--- config.mk ---
export PLATFORM = sky130hd
export DESIGN_NAME = mem_cmd_engine
export DESIGN_NICKNAME = d
export VERILOG_FILES = /design/src/rtl/mem_cmd_pkg.sv /design/src/rtl/mem_cmd_hdr_deser.sv /design/src/rtl/mem_cmd_engine.sv
export SDC_FILE = /design/constraint.sdc
export NUM_CORES = 1
export LEC_CHECK = 0
export BUFFER_PORTS_ARGS = -buffer_cell sky130_fd_sc_hd__buf_2
export CORE_MARGIN = 5
export CORE_UTILIZATION = 64
export CTS_CLUSTER_SIZE = 30
export DETAILED_ROUTE_END_ITERATION = 16
export PLACE_DENSITY = 0.88
export SKIP_CTS_REPAIR_TIMING = 1
export SYNTH_ARGS = -nofsm -noshare
export SYNTH_HDL_FRONTEND = slang
export SYNTH_SLANG_ARGS = --single-unit
export TNS_END_PERCENT = 5
--- constraint.sdc ---
create_clock -name clk -period 5.26 [get_ports clk]
set_clock_uncertainty 0.15 [all_clocks]
set_input_delay 1.052 -clock clk [delete_from_list [all_inputs] [get_ports clk]]
set_output_delay 1.052 -clock clk [all_outputs]
set_load 0.02 [all_outputs]
--- src/rtl/mem_cmd_pkg.sv ---
// Shared opcodes, status codes and FSM states for the
// UART-to-BRAM command engine.
package mem_cmd_pkg;

   localparam logic [7:0] OP_READ    = 8'h00;
   localparam logic [7:0] OP_WRITE   = 8'h01;
   localparam logic [7:0] OP_FILL    = 8'h02;

   localparam logic [7:0] ST_OK_BASE = 8'hA0;
   localparam logic [7:0] ST_BAD_OP  = 8'hE0;
   localparam logic [7:0] ST_RANGE   = 8'hE1;
   localparam logic [7:0] ST_TIMEOUT = 8'hE2;

   typedef enum logic [3:0] {
      S_IDLE,
      S_HDR,
      S_DISPATCH,
      S_RD_ISSUE,
      S_RD_WAIT,
      S_RD_SEND,
      S_WR_WAIT,
      S_WR_COMMIT,
      S_FILL_WAIT,
      S_FILL,
      S_STATUS,
      S_CKSUM
   } state_t;

   function automatic logic op_known(input logic [7:0] op);
      return (op == OP_READ) || (op == OP_WRITE) || (op == OP_FILL);
   endfunction

endpackage

--- src/rtl/mem_cmd_hdr_deser.sv ---
// Header deserialiser: opcode/START/END assembly (MSB first)
// plus the inter-byte idle timer.
module mem_cmd_hdr_deser #(
   parameter int ADDR_BYTES     = 2,
   parameter int TIMEOUT_CYCLES = 1000000
) (
   input  logic                    clk,
   input  logic                    rst,
   input  logic                    in_hdr,
   input  logic                    timer_en,
   input  logic                    rx_valid,
   input  logic [7:0]              rx_byte,
   output logic [7:0]              opcode,
   output logic [8*ADDR_BYTES-1:0] start_addr,
   output logic [8*ADDR_BYTES-1:0] end_addr,
   output logic                    hdr_done,
   output logic                    timeout
);

   localparam int ADDR_W   = 8 * ADDR_BYTES;
   localparam int HDR_LAST = 2 * ADDR_BYTES;
   localparam int IW       = $clog2(HDR_LAST + 1);
   localparam int CW       = $clog2(TIMEOUT_CYCLES + 1);

   logic [IW-1:0] idx;
   logic [CW-1:0] idle_cnt;

   assign hdr_done = in_hdr && rx_valid && (idx == IW'(HDR_LAST));
   // rx_valid beats an expiring timer in the same cycle
   assign timeout  = timer_en && !rx_valid &&
                     (idle_cnt == CW'(TIMEOUT_CYCLES - 1));

   always_ff @(posedge clk) begin
      if (rst) begin
         idx        <= '0;
         idle_cnt   <= '0;
         opcode     <= '0;
         start_addr <= '0;
         end_addr   <= '0;
      end else begin
         if (!in_hdr || hdr_done)
            idx <= '0;
         else if (rx_valid)
            idx <= idx + IW'(1);

         if (in_hdr && rx_valid) begin
            if (idx == '0)
               opcode <= rx_byte;
            else if (idx <= IW'(ADDR_BYTES))
               start_addr <= (start_addr << 8) | ADDR_W'(rx_byte);
            else
               end_addr <= (end_addr << 8) | ADDR_W'(rx_byte);
         end

         if (!timer_en || rx_valid)
            idle_cnt <= '0;
         else
            idle_cnt <= idle_cnt + CW'(1);
      end
   end

endmodule

--- src/rtl/mem_cmd_engine.sv ---
// UART-to-BRAM read/write/fill command engine with status reply.
// Define MEM_CMD_CHECKSUM_EN to append a data checksum after success.
module mem_cmd_engine
   import mem_cmd_pkg::*;
#(
   parameter int ADDR_BYTES     = 2,
   parameter int TIMEOUT_CYCLES = 1000000
) (
   input  logic                    clk,
   input  logic                    rst,
   input  logic                    rx_valid,
   input  logic [7:0]              rx_byte,
   input  logic                    tx_ready,
   output logic                    tx_valid,
   output logic [7:0]              tx_byte,
   output logic                    bram_en,
   output logic                    bram_we,
   output logic [8*ADDR_BYTES-1:0] bram_address,
   output logic [7:0]              bram_byte_write,
   input  logic [7:0]              bram_byte_read,
   output logic                    busy
);

   localparam int ADDR_W = 8 * ADDR_BYTES;

   state_t            state, nstate;
   logic [ADDR_W-1:0] addr, start_addr, end_addr;
   logic [7:0]        opcode, data, rd_data, status;
   logic              holdoff, hdr_done, timeout;
   logic              in_hdr, timer_en, tx_go, at_end;
`ifdef MEM_CMD_CHECKSUM_EN
   logic [7:0]        sum;
`endif

   assign in_hdr   = (state == S_IDLE) || (state == S_HDR);
   assign timer_en = (state == S_HDR) || (state == S_WR_WAIT) ||
                     (state == S_FILL_WAIT);
   // one dead cycle after every strobe while the transmitter drops ready
   assign tx_go    = tx_ready && !holdoff;
   assign at_end   = (addr == end_addr);

   assign busy            = (state != S_IDLE);
   assign bram_address    = addr;
   assign bram_byte_write = data;

   mem_cmd_hdr_deser #(
      .ADDR_BYTES     (ADDR_BYTES),
      .TIMEOUT_CYCLES (TIMEOUT_CYCLES)
   ) u_hdr (
      .clk        (clk),
      .rst        (rst),
      .in_hdr     (in_hdr),
      .timer_en   (timer_en),
      .rx_valid   (rx_valid),
      .rx_byte    (rx_byte),
      .opcode     (opcode),
      .start_addr (start_addr),
      .end_addr   (end_addr),
      .hdr_done   (hdr_done),
      .timeout    (timeout)
   );

   always_comb begin
      nstate   = state;
      tx_valid = 1'b0;
      tx_byte  = 8'h00;
      bram_en  = 1'b0;
      bram_we  = 1'b0;
      unique case (state)
         S_IDLE:
            if (rx_valid) nstate = S_HDR;
         S_HDR:
            if (hdr_done)     nstate = S_DISPATCH;
            else if (timeout) nstate = S_STATUS;
         S_DISPATCH:
            if (!op_known(opcode) || (start_addr > end_addr))
               nstate = S_STATUS;
            else if (opcode == OP_READ)  nstate = S_RD_ISSUE;
            else if (opcode == OP_WRITE) nstate = S_WR_WAIT;
            else                         nstate = S_FILL_WAIT;
         S_RD_ISSUE: begin
            bram_en = 1'b1;
            nstate  = S_RD_WAIT;
         end
         S_RD_WAIT:
            nstate = S_RD_SEND;
         S_RD_SEND: begin
            tx_byte = rd_data;
            if (tx_go) begin
               tx_valid = 1'b1;
               nstate   = at_end ? S_STATUS : S_RD_ISSUE;
            end
         end
         S_WR_WAIT:
            if (rx_valid)     nstate = S_WR_COMMIT;
            else if (timeout) nstate = S_STATUS;
         S_WR_COMMIT: begin
            bram_en = 1'b1;
            bram_we = 1'b1;
            nstate  = at_end ? S_STATUS : S_WR_WAIT;
         end
         S_FILL_WAIT:
            if (rx_valid)     nstate = S_FILL;
            else if (timeout) nstate = S_STATUS;
         S_FILL: begin
            bram_en = 1'b1;
            bram_we = 1'b1;
            nstate  = at_end ? S_STATUS : S_FILL;
         end
         S_STATUS: begin
            tx_byte = status;
            if (tx_go) begin
               tx_valid = 1'b1;
`ifdef MEM_CMD_CHECKSUM_EN
               nstate = (status[7:4] == 4'hA) ? S_CKSUM : S_IDLE;
`else
               nstate = S_IDLE;
`endif
            end
         end
         S_CKSUM: begin
`ifdef MEM_CMD_CHECKSUM_EN
            tx_byte = sum;
            if (tx_go) begin
               tx_valid = 1'b1;
               nstate   = S_IDLE;
            end
`else
            nstate = S_IDLE;
`endif
         end
         default:
            nstate = S_IDLE;
      endcase
      if (rst) begin
         tx_valid = 1'b0;
         bram_en  = 1'b0;
         bram_we  = 1'b0;
      end
   end

   always_ff @(posedge clk) begin
      if (rst) begin
         state   <= S_IDLE;
         addr    <= '0;
         data    <= '0;
         rd_data <= '0;
         status  <= '0;
         holdoff <= 1'b0;
`ifdef MEM_CMD_CHECKSUM_EN
         sum     <= '0;
`endif
      end else begin
         state   <= nstate;
         holdoff <= tx_valid;
         if (timeout)
            status <= ST_TIMEOUT;
         if (state == S_DISPATCH) begin
            addr <= start_addr;
            if (!op_known(opcode))           status <= ST_BAD_OP;
            else if (start_addr > end_addr)  status <= ST_RANGE;
            else                             status <= ST_OK_BASE | opcode;
`ifdef MEM_CMD_CHECKSUM_EN
            sum <= '0;
`endif
         end
         if (state == S_RD_WAIT)
            rd_data <= bram_byte_read;
         if (((state == S_WR_WAIT) || (state == S_FILL_WAIT)) && rx_valid)
            data <= rx_byte;
         // stop on END so the top address never wraps to zero
         if (((state == S_RD_SEND) && tx_valid) || (state == S_WR_COMMIT) ||
             (state == S_FILL))
            if (!at_end) addr <= addr + ADDR_W'(1);
`ifdef MEM_CMD_CHECKSUM_EN
         if ((state == S_RD_SEND) && tx_valid)  sum <= sum + rd_data;
         if ((state == S_WR_WAIT) && rx_valid)  sum <= sum + rx_byte;
         if (state == S_FILL)                   sum <= sum + data;
`endif
      end
   end

endmodule

---- After elaboration in Yosys (flattened, before gate mapping) ----
Cells that the tools add are included.
storage, ports and cells
  register bits after elaboration ......... 108
  latch bits .............................. 0
  bits in writable memories ............... 0
  bits in read-only memories .............. 0
  memories kept ........................... 0
cells by class
  add/sub/neg operators ................... 3
  $mul .................................... 0
  divide/modulo/power cells ............... 0
  order comparisons ....................... 2
  equal/unequal tests ..................... 18
  shifts and indexed selects .............. 0
  mux-type cells .......................... 29
  bitwise logic cells ..................... 4
  reductions and logical operators ........ 37
operator list
  kind                   number
  $mux 16                3
  $mux 4                 12
  $pmux 4 s11            1
  $or 16x8->16           2
  $add 20x1->20 const B  1
  $eq 20x20->1 const B   1
  $add 16x1->16 const B  1
  $eq 16x16->1           1
  $eq 4x3->1 const B     4
  $gt 16x16->1           1
  $mux 8                 2
  $pmux 8 s2             1
  $mux 7                 2
  $eq 4x4->1 const B     3
  $logic_or 1x1->1       11
  $reduce_and 3->1       3
  $eq 4x2->1 const B     2
  $eq 8x1->1 const B     1
  $eq 8x2->1 const B     1
  $logic_not 8->1        1
  $reduce_or 2->1        4
  $logic_and 1x1->1      7
  $mux 1                 7
  $ne 2x2->1 const B     3
  13 further kinds       18

---- Depth between registers and ports, before layout ----
  depth after elaboration ................. 9
  gate-level depth with buffers ........... 9
  depth with buffers taken out ............ 8

---- By module ----
Synthesis repeated with hierarchy kept, for this count alone.
second synthesis, totals
  cells, all modules ...................... 674
  area total of the unflattened synthesis .. 5612.9 sq um
modules (own cells, without submodules)
  module             times used  cells an instance  area an instance (sq um)
  mem_cmd_engine     1           399                3030.4
  mem_cmd_hdr_deser  1           275                2582.5

---- Worst setup path after synthesis ----
No wires, ideal clock.
  path kind ............................... register to output
  start point ............................. reg state[0]
  end point ............................... out tx_byte[0]
  arrival time ............................ 1.705 ns
  slack ................................... 2.353 ns
  cell stages (with the launch flop) ...... 6
  buffers on the path ..................... 2
  cell sequence ........................... dfxtp_1 > buf_2 > buf_2 > inv_1 > nor3_1 > a22o_1
between the ends
  longest elaborated chain between the ends .. 2
RTL lines
  element                                          RTL line               text
  start: declaration                               mem_cmd_engine.sv:26   state_t state, nstate;
  start signal: assignment                         mem_cmd_engine.sv:154  state <= nstate;
  $eq 4x4->1 / $eq 4x3->1 (equally long branches)  mem_cmd_engine.sv:69   unique case (state)
  $pmux 8 s2 (*)                                   mem_cmd_engine.sv:69
  end: declaration                                 mem_cmd_engine.sv:15   output logic [7:0] tx_byte,
Every way passes the cells marked *; elsewhere a longest branch is shown, timed or not.

---- Final worst setup path ----
Same ends and word-level chain as after synthesis.

==> flow_summary_export.csv <==
group,metric,value,unit
placed_design,gp_congestion,0.893,
logic_synthesis,ys_warn_count,0,
floorplanning,core-area,8300,um2
critical_path,end_kind,"output port",
clock_tree,cts_buffers,9,
grt,grt_max_degree,84,
sta,finalSetupViolCount,0,
sta,relSlewSlack,17.7,%
logic_synthesis,ys_async_sr_fraction,0,%
pwr,p_total,1.53,mW
layout,post-route-util,72.5,%
sta,hold_viol,0,
grt,gr-total-overflow,0,
layout,drive_above_1_share,12.3,%
drt,drc,0,
pwr,power.density,255,nW/um2
placed_design,io_buffers,55,
sta,timing.fmax,255,MHz
drt,drt-total-wl,14000,um
layout,num_antenna_cells,0,
sta,worst_pin_slew,1.22,ns
critical_path,path_class,"reg2out",
logic_synthesis,syn_nets,705,
status,status,"complete, no violations",
sta,setup_slack,1.34,ns
clock_tree,cts_tree,"done",
layout,fin_cells,811,
logic_synthesis,ys_ff_latch,107,
min_path,hold_start,"u_hdr.opcode[6]$_SDFFE_PP0P_",
logic_synthesis,synthesis.area,5520,um2
clock_tree,clock_tree.root_cell,"clkbuf_8",
sta,rsz0062_at_grt,"false",
critical_path,rr_worst_depth,6,
layout,syn_to_final_growth,9.12,%
drt,post_drt_wl_per_cell,17.2,um
sta,period_needed,3.92,ns
floorplanning,fp.dieArea,10600,um2
flow_run,max_cap_violations,0,
placed_design,place_area,5810,um2
min_path,hold_end,"u_hdr.opcode[6]$_SDFFE_PP0P_",
floorplanning,ioPinCount,56,
grt,grt_pass1_vias,4872,
critical_path,r2r_start,"u_hdr.idx[1]$_SDFFE_PP0P_",
sta,fin_crit_sh,74.5,%
min_path,holdCritPathClass,"reg2reg",
grt,grt_antenna_before_repair,0,
placed_design,placedCellCount,795,
drt,vias,5057,
critical_path,path_max_fanout,16,
critical_path,required,4.06,ns
floorplanning,die_h,103,um
clock_tree,htreeDepth,3,
sta,setup_tns,0,ns
floorplanning,num_rows,33,
critical_path,r2r_end,"u_hdr.end_addr[0]$_SDFFE_PP0P_",
min_path,holdPathStages,2,
grt,grt_pass1_wl,22900,um
sta,timing.hold.ws,0.315,ns
sta,slew_viol_final,0,
logic_synthesis,yosysSeqAreaShare,38.8,%
placed_design,dpl.hpwl,10000,um
critical_path,critPathLaunchType,"flop",
clock_tree,insertion_delay,0.38,ns
pwr,vdd_drop_max,0.195,mV
clock_tree,clock-sinks,107,
logic_synthesis,syn_inst,664,
layout,fin_nets,742,
grt,grt_usage,26.9,%
drt,via_per_inst,6.24,
critical_path,worstPathArrival,2.71,ns
pwr,p_leak,2.32,nW
drt,postRouteAntennaNets,0,
clock_tree,clkTransAtPathRegs,0.11,ns
logic_synthesis,synth.distinct_cells,61,
clock_tree,clockBufferDepth,2,
logic_synthesis,synth_ff_type,"dfxtp_1",
drt,firstDrtPassIters,7,
floorplanning,initial_utilization,66.5,%
layout,layout_common_cells,"107 x dfxtp_1, 95 x nor2_1, 70 x nand2_1",
placed_design,place_ws,1.65,ns
logic_synthesis,avgSynthCellArea,8.31,um2
drt,drt_iter0_drc,537,
logic_synthesis,synth_edf_count,0,
layout,postLayoutCellArea,6020,um2
critical_path,rrSetupSlack,2.59,ns
layout,mostFrequentLayoutCell,"dfxtp_1",
floorplanning,die_x,103,um
layout make-up:
type,count,area (um2)
clock buffer,10,128
sequential,107,2140
clock inverter,6,83.8
timing repair buffer,58,298
inverter,30,113
fill,628,2280
multi-input combinational,495,3120
tap,105,131
registers in the layout (all words and copies together), names as in the netlist:
signal,flops
u_hdr.idle_cnt,20
u_hdr.end_addr,16
rd_data,8
bram_address,16
bram_byte_write,8
holdoff,1
u_hdr.start_addr,16
status,7
u_hdr.idx,3
u_hdr.opcode,8
state,4
worst max-delay path, stage by stage (launching register included):
cell     delay, ns
dfxtp_1       0.71
inv_1         0.22
nor3_1        0.97
a22o_1        0.27
buf_2         0.17
cell families (layout without fill, tap and decap cells):
logic type / Yosys count / count (layout) / synth area share, %
compound gates: 127 / 127 / 15.5
xor+xnor: 36 / 36 / 6.13
mux: 35 / 35 / 6.35
simple gates: 276 / 276 / 23.8
flops: 107 / 107 / 38.8
fa+ha+maj: 21 / 21 / 4.76
buf+inv: 62 / 104 / 4.61
metal layers:
layer	part of all wire (%)	vias up	global-route usage (%)	routed length (um)
met5	0	-	0	0
met4	1.8	0	7.27	258
met3	8.0	37	5.41	1120
met2	49	234	46.0	6860
met1	41	2374	34.7	5740
li1	-	2412	-	-
Yosys cell counts, types with 6 or more instances:
master / n / area share (%)
nor3_1: 20 / 1.8
ha_1: 21 / 4.8
o21ai_0: 18 / 1.6
mux2i_1: 35 / 6.4
o22ai_1: 6 / 0.68
dfxtp_1: 107 / 39
and3_1: 10 / 1.1
nand2b_1: 6 / 0.68
a21oi_1: 49 / 4.4
buf_2: 8 / 0.73
xor2_1: 11 / 1.7
nand2_1: 70 / 4.8
a32oi_1: 6 / 0.95
a22o_1: 8 / 1.3
xnor2_1: 22 / 3.5
inv_1: 30 / 2.0
nand3_1: 26 / 2.4
nor2_1: 95 / 6.5
clkbuf_1: 21 / 1.4
nand4_1: 13 / 1.5
power breakdown:
part / switching (mW) / leakage, nW / internal [mW]
clock network: 0.306 / 0.0993 / 0.231
registers: 0.0198 / 0.864 / 0.824
logic: 0.0971 / 1.35 / 0.0551
total: 0.423 / 2.32 / 1.11
worst max-delay path by stage:
stage                                startpoint                     endpoint  slack (ns)  depth (start not counted)
after floorplan           state[0]$_SDFFE_PP0P_                   tx_byte[0]        2.35                          5
after global placement                      rst  bram_address[10]$_SDFF_PP0_        1.71                          8
after CTS                 state[0]$_SDFFE_PP0P_                   tx_byte[0]        1.36                          4
after detailed placement                    rst  bram_address[10]$_SDFF_PP0_        1.65                          8
final                     state[0]$_SDFFE_PP0P_                   tx_byte[0]        1.34                          4
after global routing      state[0]$_SDFFE_PP0P_                   tx_byte[0]        1.15                          4
No activity file was read; power rests on OpenSTA's default activity.
